===== config.mk =====
export PLATFORM = sky130hd
export DESIGN_NAME = present_round_ctrl
export DESIGN_NICKNAME = d
export VERILOG_FILES = /design/src/rtl/present_round_ctrl.sv
export SDC_FILE = /design/constraint.sdc
export NUM_CORES = 1
export LEC_CHECK = 0
export ABC_CLOCK_PERIOD_IN_PS = 2800
export CORE_MARGIN = 2
export CORE_UTILIZATION = 53
export DETAILED_ROUTE_END_ITERATION = 12
export PLACE_DENSITY = 0.89
export SYNTH_ARGS = -nofsm -noshare
export SYNTH_HDL_FRONTEND = slang
export SYNTH_SLANG_ARGS = --single-unit
export TNS_END_PERCENT = 10

===== constraint.sdc =====
create_clock -name clk -period 2.8 [get_ports clk]
set_input_delay 0.56 -clock clk [delete_from_list [all_inputs] [get_ports clk]]
set_output_delay 0.56 -clock clk [all_outputs]
set_load 0.005 [all_outputs]

===== src/rtl/present_round_ctrl.sv =====
// Round-iterative PRESENT encryption controller: one S-box layer + pbox per clock, 80-bit key schedule.
// Define PRESENT_KEY128_EN to switch to the 128-bit key schedule.
module present_round_ctrl #(
    parameter int ROUNDS = 31
) (
    input  logic         clk,
    input  logic         rst_n,
    input  logic         start_i,
    output logic         ready_o,
    input  logic [63:0]  pt_i,
    input  logic [127:0] key_i,
    output logic [63:0]  ct_o,
    output logic         valid_o,
    input  logic         ack_i,
    output logic         busy_o,
    output logic [4:0]   round_o
);

`ifdef PRESENT_KEY128_EN
    localparam int KW = 128;
`else
    localparam int KW = 80;
`endif

    localparam logic [4:0] LAST_ROUND = 5'(ROUNDS);

    typedef enum logic [1:0] {
        IDLE,
        ROUND,
        DONE
    } fsm_e;

    function automatic logic [3:0] sbox(input logic [3:0] x);
        logic [3:0] y;
        case (x)
            4'h0: y = 4'hC;
            4'h1: y = 4'h5;
            4'h2: y = 4'h6;
            4'h3: y = 4'hB;
            4'h4: y = 4'h9;
            4'h5: y = 4'h0;
            4'h6: y = 4'hA;
            4'h7: y = 4'hD;
            4'h8: y = 4'h3;
            4'h9: y = 4'hE;
            4'hA: y = 4'hF;
            4'hB: y = 4'h8;
            4'hC: y = 4'h4;
            4'hD: y = 4'h7;
            4'hE: y = 4'h1;
            default: y = 4'h2;
        endcase
        return y;
    endfunction

    function automatic logic [63:0] sbox_layer(input logic [63:0] x);
        logic [63:0] y;
        y = '0;
        for (int i = 0; i < 16; i++) begin
            y[4*i +: 4] = sbox(x[4*i +: 4]);
        end
        return y;
    endfunction

    // Bit i moves to position 16*i mod 63; bit 63 stays put.
    function automatic logic [63:0] pbox(input logic [63:0] x);
        logic [63:0] y;
        y = '0;
        for (int i = 0; i < 63; i++) begin
            y[(i * 16) % 63] = x[i];
        end
        y[63] = x[63];
        return y;
    endfunction

    function automatic logic [KW-1:0] key_update(input logic [KW-1:0] k, input logic [4:0] rc);
        logic [KW-1:0] r;
`ifdef PRESENT_KEY128_EN
        r = {k[66:0], k[127:67]};
        r[127:124] = sbox(r[127:124]);
        r[123:120] = sbox(r[123:120]);
        r[66:62]   = r[66:62] ^ rc;
`else
        r = {k[18:0], k[79:19]};
        r[79:76] = sbox(r[79:76]);
        r[19:15] = r[19:15] ^ rc;
`endif
        return r;
    endfunction

    fsm_e          fsm_q, fsm_d;
    logic [63:0]   state_q, state_d;
    logic [KW-1:0] key_q, key_d;
    logic [4:0]    round_q, round_d;
    logic [63:0]   ct_q, ct_d;
    logic          ready_q, ready_d;
    logic          valid_q, valid_d;
    logic          busy_q, busy_d;

    logic [63:0]   round_out;
    logic [KW-1:0] next_key;

    always_comb begin
        round_out = pbox(sbox_layer(state_q ^ key_q[KW-1 -: 64]));
        next_key  = key_update(key_q, round_q);

        fsm_d   = fsm_q;
        state_d = state_q;
        key_d   = key_q;
        round_d = round_q;
        ct_d    = ct_q;
        ready_d = ready_q;
        valid_d = valid_q;
        busy_d  = busy_q;

        case (fsm_q)
            IDLE: begin
                if (start_i) begin
                    fsm_d   = ROUND;
                    state_d = pt_i;
                    key_d   = key_i[KW-1:0];
                    round_d = 5'd1;
                    ready_d = 1'b0;
                    busy_d  = 1'b1;
                end
            end
            ROUND: begin
                state_d = round_out;
                key_d   = next_key;
                // Final round folds in the whitening key on the same edge.
                if (round_q == LAST_ROUND) begin
                    fsm_d   = DONE;
                    ct_d    = round_out ^ next_key[KW-1 -: 64];
                    valid_d = 1'b1;
                    busy_d  = 1'b0;
                    round_d = 5'd0;
                end else begin
                    round_d = round_q + 5'd1;
                end
            end
            DONE: begin
                if (ack_i) begin
                    fsm_d   = IDLE;
                    valid_d = 1'b0;
                    ready_d = 1'b1;
                end
            end
            default: begin
                fsm_d   = IDLE;
                ready_d = 1'b1;
                valid_d = 1'b0;
                busy_d  = 1'b0;
                round_d = 5'd0;
            end
        endcase
    end

    always_ff @(posedge clk or negedge rst_n) begin
        if (!rst_n) begin
            fsm_q   <= IDLE;
            state_q <= '0;
            key_q   <= '0;
            round_q <= '0;
            ct_q    <= '0;
            ready_q <= 1'b1;
            valid_q <= 1'b0;
            busy_q  <= 1'b0;
        end else begin
            fsm_q   <= fsm_d;
            state_q <= state_d;
            key_q   <= key_d;
            round_q <= round_d;
            ct_q    <= ct_d;
            ready_q <= ready_d;
            valid_q <= valid_d;
            busy_q  <= busy_d;
        end
    end

    assign ready_o = ready_q;
    assign valid_o = valid_q;
    assign busy_o  = busy_q;
    assign ct_o    = ct_q;
    assign round_o = round_q;

endmodule


==> summary.txt, run 1 <==
Floorplan
  – Core area: 25000 sq um
  – Row count: 58
  – Initial Utilization: 0.535
  – IO Pins: 268
  – Die width: 163 um
  – Die area: 26600 sq um
  – Die Y: 163 um

Routing
  – ANT nets after route: 0
  – Final wirelength: 42.4 mm
  – Via/cell ratio: 5.97
  – 1st-iter DRT viols: 1234
  – Pre-antenna DRT Iters: 7
  – Post-route DRC: 0
  – Total number of vias: 11300
  – Wire per inst: 22.4 um

Critical path
  – Max stage delay cell, worst path: dfrtp_1
  – CP required: 3.19 ns
  – CP top delay family: adder cells
  – Reg2Reg Setup Slack: 0.25 ns
  – Top cell by count, worst path: ha_1
  – Startpoint Class: flip-flop
  – Crit Path Max Fanout: 5
  – Cell Chain, Critical Path: xnor2_1, inv_1, ha_1, mux2i_1, ha_1, xor2_1, o21ai_0
  – Buf+Inv Stages, Crit Path: 1
  – Crit path kind: reg -> reg
  – Number of cells on the worst reg-to-reg path: 7
  – RR Startpoint: key_q[72]
  – CP arrival: 2.94 ns
  – Crit end category: flip-flop
  – Worst R2R End: ct_o[14]
  – Largest stage delay on the critical path: 0.48 ns

STA
  – Unrepaired setup endpoints after global routing: false
  – Slew @ Worst Pin: 0.761 ns
  – Clock skew: 0.0189 ns
  – Max-slew violation count: 0
  – Setup_tns: 0 ns
  – Final worst path period need: 2.55 ns
  – Final hold vios: 0
  – Slew headroom: 0.493
  – Final critical-path share of the clock period: 0.910
  – Fmax: 393 MHz
  – Final setup viols: 0

Clock tree
  – Clk sinks: 218
  – Max H-tree Level: 1
  – CTS tree: built
  – CTS resizes: 0
  – Bufs on Longest Clock Path: 3
  – Hold buffer count at CTS: 0
  – Post-CTS Setup Repair Bufs: 0
  – Clock latency on the worst-skew pair: 0.53 ns
  – Clk slew on worst S/H paths: 0.07 ns
  – Clock root buffer: clkbuf_16
  – Num CTS Buffers: 25

Cells and area
  – Most frequent cells in the layout: 217 x clkdlybuf4s50_1, 215 x dfrtp_1, 171 x nand2_1, 150 x o21ai_0, 115 x mux2i_1
  – NumNets Final: 1827
  – Area delta synth->final: 26.2%
  – Most common cell after layout, fill and taps aside: clkdlybuf4s50_1
  – FILL cells: 1814
  – Ant diodes: 0
  – Fraction of layout cells with a size suffix above 1: 0.0819

Logic synthesis
  – Synth unique cells: 40
  – Cell count after synthesis: 1355
  – Post-Syn Nets: 1638
  – #FFs+latches synth: 218
  – Avg Inst Size Synth: 9.89 sq um
  – Syn. warnings: 0
  – Primary FF master, synth: dfrtp_1
  – Cell area after synthesis: 13400 sq um
  – Register area share after synthesis: 0.407
  – Asr flop ratio synth: 1.00
  – EDFF count, synth: 0

Placed design
  – Routability cong.: 0.931
  – IO Port Bufs: 219
  – Post-DP HPWL: 31.3 mm

Run
  – Max Cap Viol: 0

Global routing
  – First-pass GRT wire length: 64.6 mm
  – Initial antenna violation count: 0
  – GRT overflow: 0
  – Pin count of the biggest net entering global routing: 131
  – Vias in the first global route: 11300
  – Gr usage total: 0.321

Outcome
  – Status: finished clean

Min path
  – Hold WC Path Type: in -> async
==> layer usage <==
metal | GRT usage | up-vias | wire length, um
met4 | 0.169 | 0 | 2610
li1 | - | 5038 | -
met2 | 0.525 | 601 | 19800
met5 | 0 | - | 0
met1 | 0.416 | 5517 | 16100
met3 | 0.0462 | 140 | 3980
==> cell families after synthesis <==
logic type / Yosys count / synth area share
flops: 218 / 0.407
fa+ha+maj: 87 / 0.0812
xor+xnor: 136 / 0.102
mux: 154 / 0.136
buf+inv: 146 / 0.0431
simple gates: 263 / 0.0797
compound gates: 351 / 0.151
==> cells in the mapped netlist (all sizes together), types with 18 or more instances <==
cell,count,area share
dfrtp,217,0.41
nand2,173,0.048
o21ai,152,0.057
mux2i,119,0.090
a21oi,92,0.034
ha,87,0.081
xor2,78,0.062
inv,66,0.018
xnor2,58,0.040
clkbuf,54,0.015
nor2,46,0.013
a211oi,41,0.023
a21o,40,0.022
buf,26,0.0095
mux4,18,0.030
==> final cells by class <==
type                    instances  area (sq um)  area share
clock buffers                  32           682      0.0403
flip-flops and latches        218          5460       0.323
clock inverters                14           243      0.0143
well taps                     330           413      0.0244
multi-input cells             991          7400       0.437
repair buffers                242          2480       0.146
inverters                      66           248      0.0146
==> through the flow <==
step / hold slack, ns / cells / cell area, sq um / utilization / worst slack [ns]
3_3_place_gp: 0.461 / 1847 / 16000 / 0.639 / 0.476
5_1_grt: 0.0779 / 1893 / 16900 / 0.676 / 0.130
2_1_floorplan: 0.264 / 1355 / 13400 / - / 0.803
4_1_cts: 0.0641 / 1893 / 16900 / 0.676 / 0.297
6_report: 0.0163 / 1893 / 16900 / 0.676 / 0.253
3_5_place_dp: 0.473 / 1847 / 16000 / 0.639 / 0.378
==> flip-flops by register name, summed over array words and instances (netlist names) <==
name / flops
fsm_q: 2
round_o: 5
busy_o: 1
ct_o: 64
key_q: 80
ready_o: 1
state_q: 64
valid_o: 1
==> worst max-delay path by stage <==
| stage | from | endpoint | slack (ns) | cells past startpoint |
|---|---|---|---|---|
| 2_1_floorplan | round_o[0] | ct_o[52] | 0.80 | 8 |
| 3_3_place_gp | key_q[21] | state_q[33] | 0.48 | 7 |
| 3_5_place_dp | key_q[21] | state_q[33] | 0.38 | 7 |
| 4_1_cts | key_q[72] | ct_o[14] | 0.30 | 7 |
| 5_1_grt | key_q[21] | state_q[33] | 0.13 | 7 |
| 6_report | key_q[72] | ct_o[14] | 0.25 | 7 |
Power of run 1 is left out: the tool's default activity adds up to more than one toggle a clock period on the data nets, which glitch-free logic cannot reach.
==> run 2, diff against run 1 <==
--- a/config.mk
+++ b/config.mk
@@ -13,4 +13,4 @@
 export SYNTH_ARGS = -nofsm -noshare
 export SYNTH_HDL_FRONTEND = slang
 export SYNTH_SLANG_ARGS = --single-unit
-export TNS_END_PERCENT = 10
+export TNS_END_PERCENT = 1
==> results of run 2 <==
Final layout, timing and power as in run 1 (identical DEF).
Power of run 2 is left out for the same reason.
==> RTL change 1 (settings of run 1) <==
`ROUNDS`: 31 -> 15.
--- a/src/rtl/present_round_ctrl.sv
+++ b/src/rtl/present_round_ctrl.sv
@@ -2,5 +2,5 @@
 // Define PRESENT_KEY128_EN to switch to the 128-bit key schedule.
 module present_round_ctrl #(
-    parameter int ROUNDS = 31
+    parameter int ROUNDS = 15
 ) (
     input  logic         clk,
Check against the original RTL: same outputs for any inputs over 4 cycles, from zero or initial values and one cycle with rst_n low; that may be too few to reach the edited logic, so the function may still have changed.
==> RTL change 1 against run 1 <==
Synthesized area shrank 3.2%. Sequential cell count stayed put. Non-clock buffer count down 5. Routed wire length increased by 1.3%. Worst setup slack lost 110 ps. Design area fell by 2.9%. Synthesized cell count increased by 0.96%. Die area is 3.1% lower. Critical path type unchanged. Largest cell class unchanged.
Power is not shown: default switching activity piles up to over one toggle a cycle in this logic, so the estimate is an artifact.
==> RTL change 1: results (changes against run 1) <==
Synthesis
  – Largest cells by area after synthesis: dfrtp_1, ha_1, nand2_1 (was dfrtp_1, mux2i_1, ha_1)
  – Commonest cells in the netlist: nand2_1, dfrtp_1, nor2_1, o21ai_0, ha_1 (was dfrtp_1, nand2_1, o21ai_0, mux2i_1, a21oi_1)
  – Post-synthesis net count: 1650 (was 1638)
  – Seq/Total Area, Yosys: 42.0% (was 40.7%)
  – Post-synth ARST share: 100% (unchanged)
  – Post-synth cell types: 43 (was 40)
  – Ys flop type: dfrtp_1 (unchanged)
  – Synth warnings: 0 (unchanged)

GRT
  – Largest net degree at the start of global routing: 82 (was 131)
  – Routing usage on met1: 40.8% (was 41.6%)
  – Initial antenna violation count: 3 (was 0)
  – Met3 Usage GRT: 9.97% (was 4.62%)
  – Total Routing Usage GR: 32.9% (was 32.1%)
  – Vias in the first global route: 11600 (was 11300)
  – Global-route wire length before repair: 65.2 mm (was 64.6 mm)
  – GR Layer Usage met2: 51.6% (was 52.5%)

Route
  – Drt initial violations: 1264 (was 1234)
  – Drt first pass iters: 6 (was 7)
  – Vias per inst: 6.11 (was 5.97)
  – Routed WL: 42.9 mm (was 42.4 mm)

Place
  – Post-DP HPWL: 30.7 mm (was 31.3 mm)
  – RePlAce Congestion: 0.953 (was 0.931)

Layout
  – # nets final: 1840 (was 1827)
  – Area grow syn2layout: 26.6% (was 26.2%)
  – Layout cells sized above 1: 7.99% (was 8.19%)

Worst hold path
  – HP Class: in -> async (unchanged)

STA
  – Worst-margin pin slew: 738 ps (was 761 ps)
  – Clock Skew: 13.9 ps (was 18.9 ps)
  – Final hold slack: 42.8 ps (was 16.3 ps)

Setup path
  – CP max stage delay: 520 ps (was 480 ps)
  – Critical path's top delay family: XOR/XNOR gates (was adder cells)
  – R2R Setup Slk: 140 ps (was 250 ps)
  – Reg-to-reg endpoint: ct_o[7] (was ct_o[14])
  – CP Max Fanout: 5 (unchanged)
  – FF-to-FF Start: key_q[45] (was key_q[72])

Clocking
  – Setup bufs post-CTS: 0 (unchanged)
  – TritonCTS buffer count: 24 (was 25)
  – Clk pin slew, worst setup/hold paths: 70 ps (about the same)
  – Clk buf depth: 3 (unchanged)

Run status
  – Status: completed (unchanged)
==> RTL change 1: cells by family after synthesis <==
group,count (synthesis),share of synthesized area (%)
xor+xnor,145,11.7
mux,80,8.04
buf+inv,136,4.19
compound gates,324,14.5
fa+ha+maj,86,8.29
flops,218,42.0
simple gates,379,11.3
==> RTL change 1: metal layers <==
metal  up-vias  routed length (um)
met4         0                2850
met1      5547               15200
met2       870               19300
met3       197                5530
met5         -                   0
li1       5013                   -
==> RTL change 1: how the worst max path moves through the flow <==
stage                     to  slack (ps)  startpoint
floorplan           ct_o[32]         870   key_q[17]
global placement    ct_o[34]         470   key_q[25]
detailed placement  ct_o[34]         350   key_q[25]
CTS                  ct_o[7]         250   key_q[45]
global route        ct_o[34]         130   key_q[25]
finish               ct_o[7]         140   key_q[45]
==> RTL change 1: final cells by class <==
cell class	count	area, um2
Sequential cell	218	5460
Antenna cell	2	5.00
Clock buffer	34	709
Multi-Input combinational cell	1014	7030
Inverter	63	236
Clock inverter	10	136
Tap cell	324	405
Fill cell	1651	7740
Timing Repair Buffer	237	2460
==> RTL change 1: repair_timing <==
action	CTS	global route
gates resized for setup	0	2
hold buffers	0	0
setup endpoints to repair	0	1
endpoints found under the hold margin	0	0
==> RTL change 1: metrics by stage <==
step | util [%] | instances | worst slack [ps] | instance area (um2)
2_1_floorplan | - | 1368 | 867 | 13000
3_3_place_gp | 64.4 | 1856 | 465 | 15600
3_5_place_dp | 64.4 | 1856 | 351 | 15600
4_1_cts | 67.9 | 1900 | 246 | 16400
5_1_grt | 68.0 | 1900 | 126 | 16400
6_report | 68.0 | 1902 | 144 | 16400
==> RTL change 2 (config.mk and constraints of run 1) <==
Made on the original files. Register the input `key_i` before use, without a reset. The logic sees it one clock later. The other inputs are not delayed to match.
--- a/src/rtl/present_round_ctrl.sv
+++ b/src/rtl/present_round_ctrl.sv
@@ -30,4 +30,10 @@
         DONE
     } fsm_e;
+
+    logic [127:0] key_r;
+
+    always_ff @(posedge clk) begin
+        key_r <= key_i;
+    end
 
     function automatic logic [3:0] sbox(input logic [3:0] x);
@@ -119,5 +125,5 @@
                     fsm_d   = ROUND;
                     state_d = pt_i;
-                    key_d   = key_i[KW-1:0];
+                    key_d   = key_r[KW-1:0];
                     round_d = 5'd1;
                     ready_d = 1'b0;
Check against the original RTL: no difference found for any inputs over 4 cycles, from zero or initial values and one cycle with rst_n low; that may be too few to reach the edited logic, so the function may still have changed.
==> RTL change 2 against run 1 <==
Critical path depth unchanged. Clock skew increased by 16 ps. Global-route usage decreased by 2.9 points. Routed wire length increased by 1.1%. Sequential cell count is 80 higher. Fmax rose by 3.3%. Design area rose by 10%. Critical endpoint is now ct_o[54]. Synthesized area up 12%. Largest cell class unchanged. Worst setup slack improved by 80 ps.
Power is left out: the tool's default activity adds up to more than one toggle a clock period on the data nets, which glitch-free logic cannot reach.
==> RTL change 2: results (changes against run 1) <==
Route
  – Drt initial violations: 1105 (was 1234)
  – Vias: 11800 (was 11300)
  – Routed WL: 42.9 mm (was 42.4 mm)

Setup path
  – CP Max Fanout: 5 (unchanged)
  – Crit path from: key_q[40] (was key_q[72])
  – R2R Setup Slk: 330 ps (was 250 ps)
  – Worst Setup EP: ct_o[54] (was ct_o[14])

Clocking
  – TritonCTS buffer count: 34 (was 25)
  – H-tree depth: 2 (was 1)

Layout
  – # nets final: 1918 (was 1827)
  – Layout cells sized above 1: 7.83% (was 8.19%)
  – Fin cells: 2039 (was 1893)

Synthesis
  – Commonest cells in the netlist: dfrtp_1, nand2_1, o21ai_0, mux2i_1, a21oi_1 (unchanged)
  – Post-synth cell types: 41 (was 40)
  – Mapped Cells: 1438 (was 1355)
  – Post-synth ARST share: 73.2% (was 100%)
  – Largest cells by area after synthesis: dfrtp_1, dfxtp_1, mux2i_1 (was dfrtp_1, mux2i_1, ha_1)

Place
  – Placed inst area: 17500 um2 (was 16000 um2)
  – Pre-CTS setup slack: 426 ps (was 378 ps)
  – RePlAce Congestion: 0.878 (was 0.931)

STA
  – Clock Skew: 34.5 ps (was 18.9 ps)
  – Min Clock Period, post-route: 2470 ps (was 2550 ps)
  – Worst-margin pin slew: 789 ps (was 761 ps)

GRT
  – Total Routing Usage GR: 29.2% (was 32.1%)
  – Global-route wire length before repair: 65.7 mm (was 64.6 mm)
  – Largest net degree at the start of global routing: 163 (was 131)

Run status
  – Status: completed (unchanged)
-- RTL change 2: cell count changes after synthesis, moves of 10 or more --
cell     delta
mux2_2     -12
mux2i_1    +17
nand2_1    +10
o31ai_1    +12
xor2_2     +11
dfxtp_1    +80
-- RTL change 2: kinds of logic (layout without fill, tap and decap cells) --
family | count (synthesis) | count (layout) | share of synthesized area, %
compound gates | 354 | 354 | 13.5
xor+xnor | 144 | 144 | 9.66
simple gates | 256 | 256 | 6.68
buf+inv | 147 | 370 | 3.87
flops | 298 | 298 | 47.2
mux | 152 | 152 | 11.8
fa+ha+maj | 87 | 87 | 7.28
-- RTL change 2: critical path, stage by stage, from the launching register on --
cell,delay [ps]
dfrtp_1,500
xnor2_1,440
inv_1,140
ha_1,360
mux2i_1,90
a21oi_1,440
xor2_1,230
o21ai_0,120
-- RTL change 2: cell type report --
cell class	instances	area [um2]	area share, %
well taps	378	473	2.53
clock buffers	39	890	4.76
flip-flops and latches	298	7060	37.8
inverters	70	263	1.41
multi-input cells	993	7340	39.3
repair buffers	238	2410	12.9
clock inverters	23	256	1.37
-- RTL change 2: worst min path at each step --
stage	start	to	slack (ps)	depth (start not counted)
final	rst_n	state_q[26]	90	1
after global routing	rst_n	key_q[41]	140	1
after CTS	rst_n	state_q[51]	110	1
after detailed placement	ct_o[19]	ct_o[19]	470	2
after global placement	ct_o[27]	ct_o[27]	460	2
after floorplan	rst_n	busy_o	260	0
-- RTL change 2: metal layers --
| layer | track usage (%) | vias to the layer above | part of all wire [%] |
|---|---|---|---|
| met5 | 0 | - | 0 |
| met4 | 14.9 | 0 | 5.3 |
| met3 | 6.66 | 136 | 8.9 |
| met2 | 45.8 | 589 | 46 |
| met1 | 38.2 | 5766 | 40 |
| li1 | - | 5267 | - |
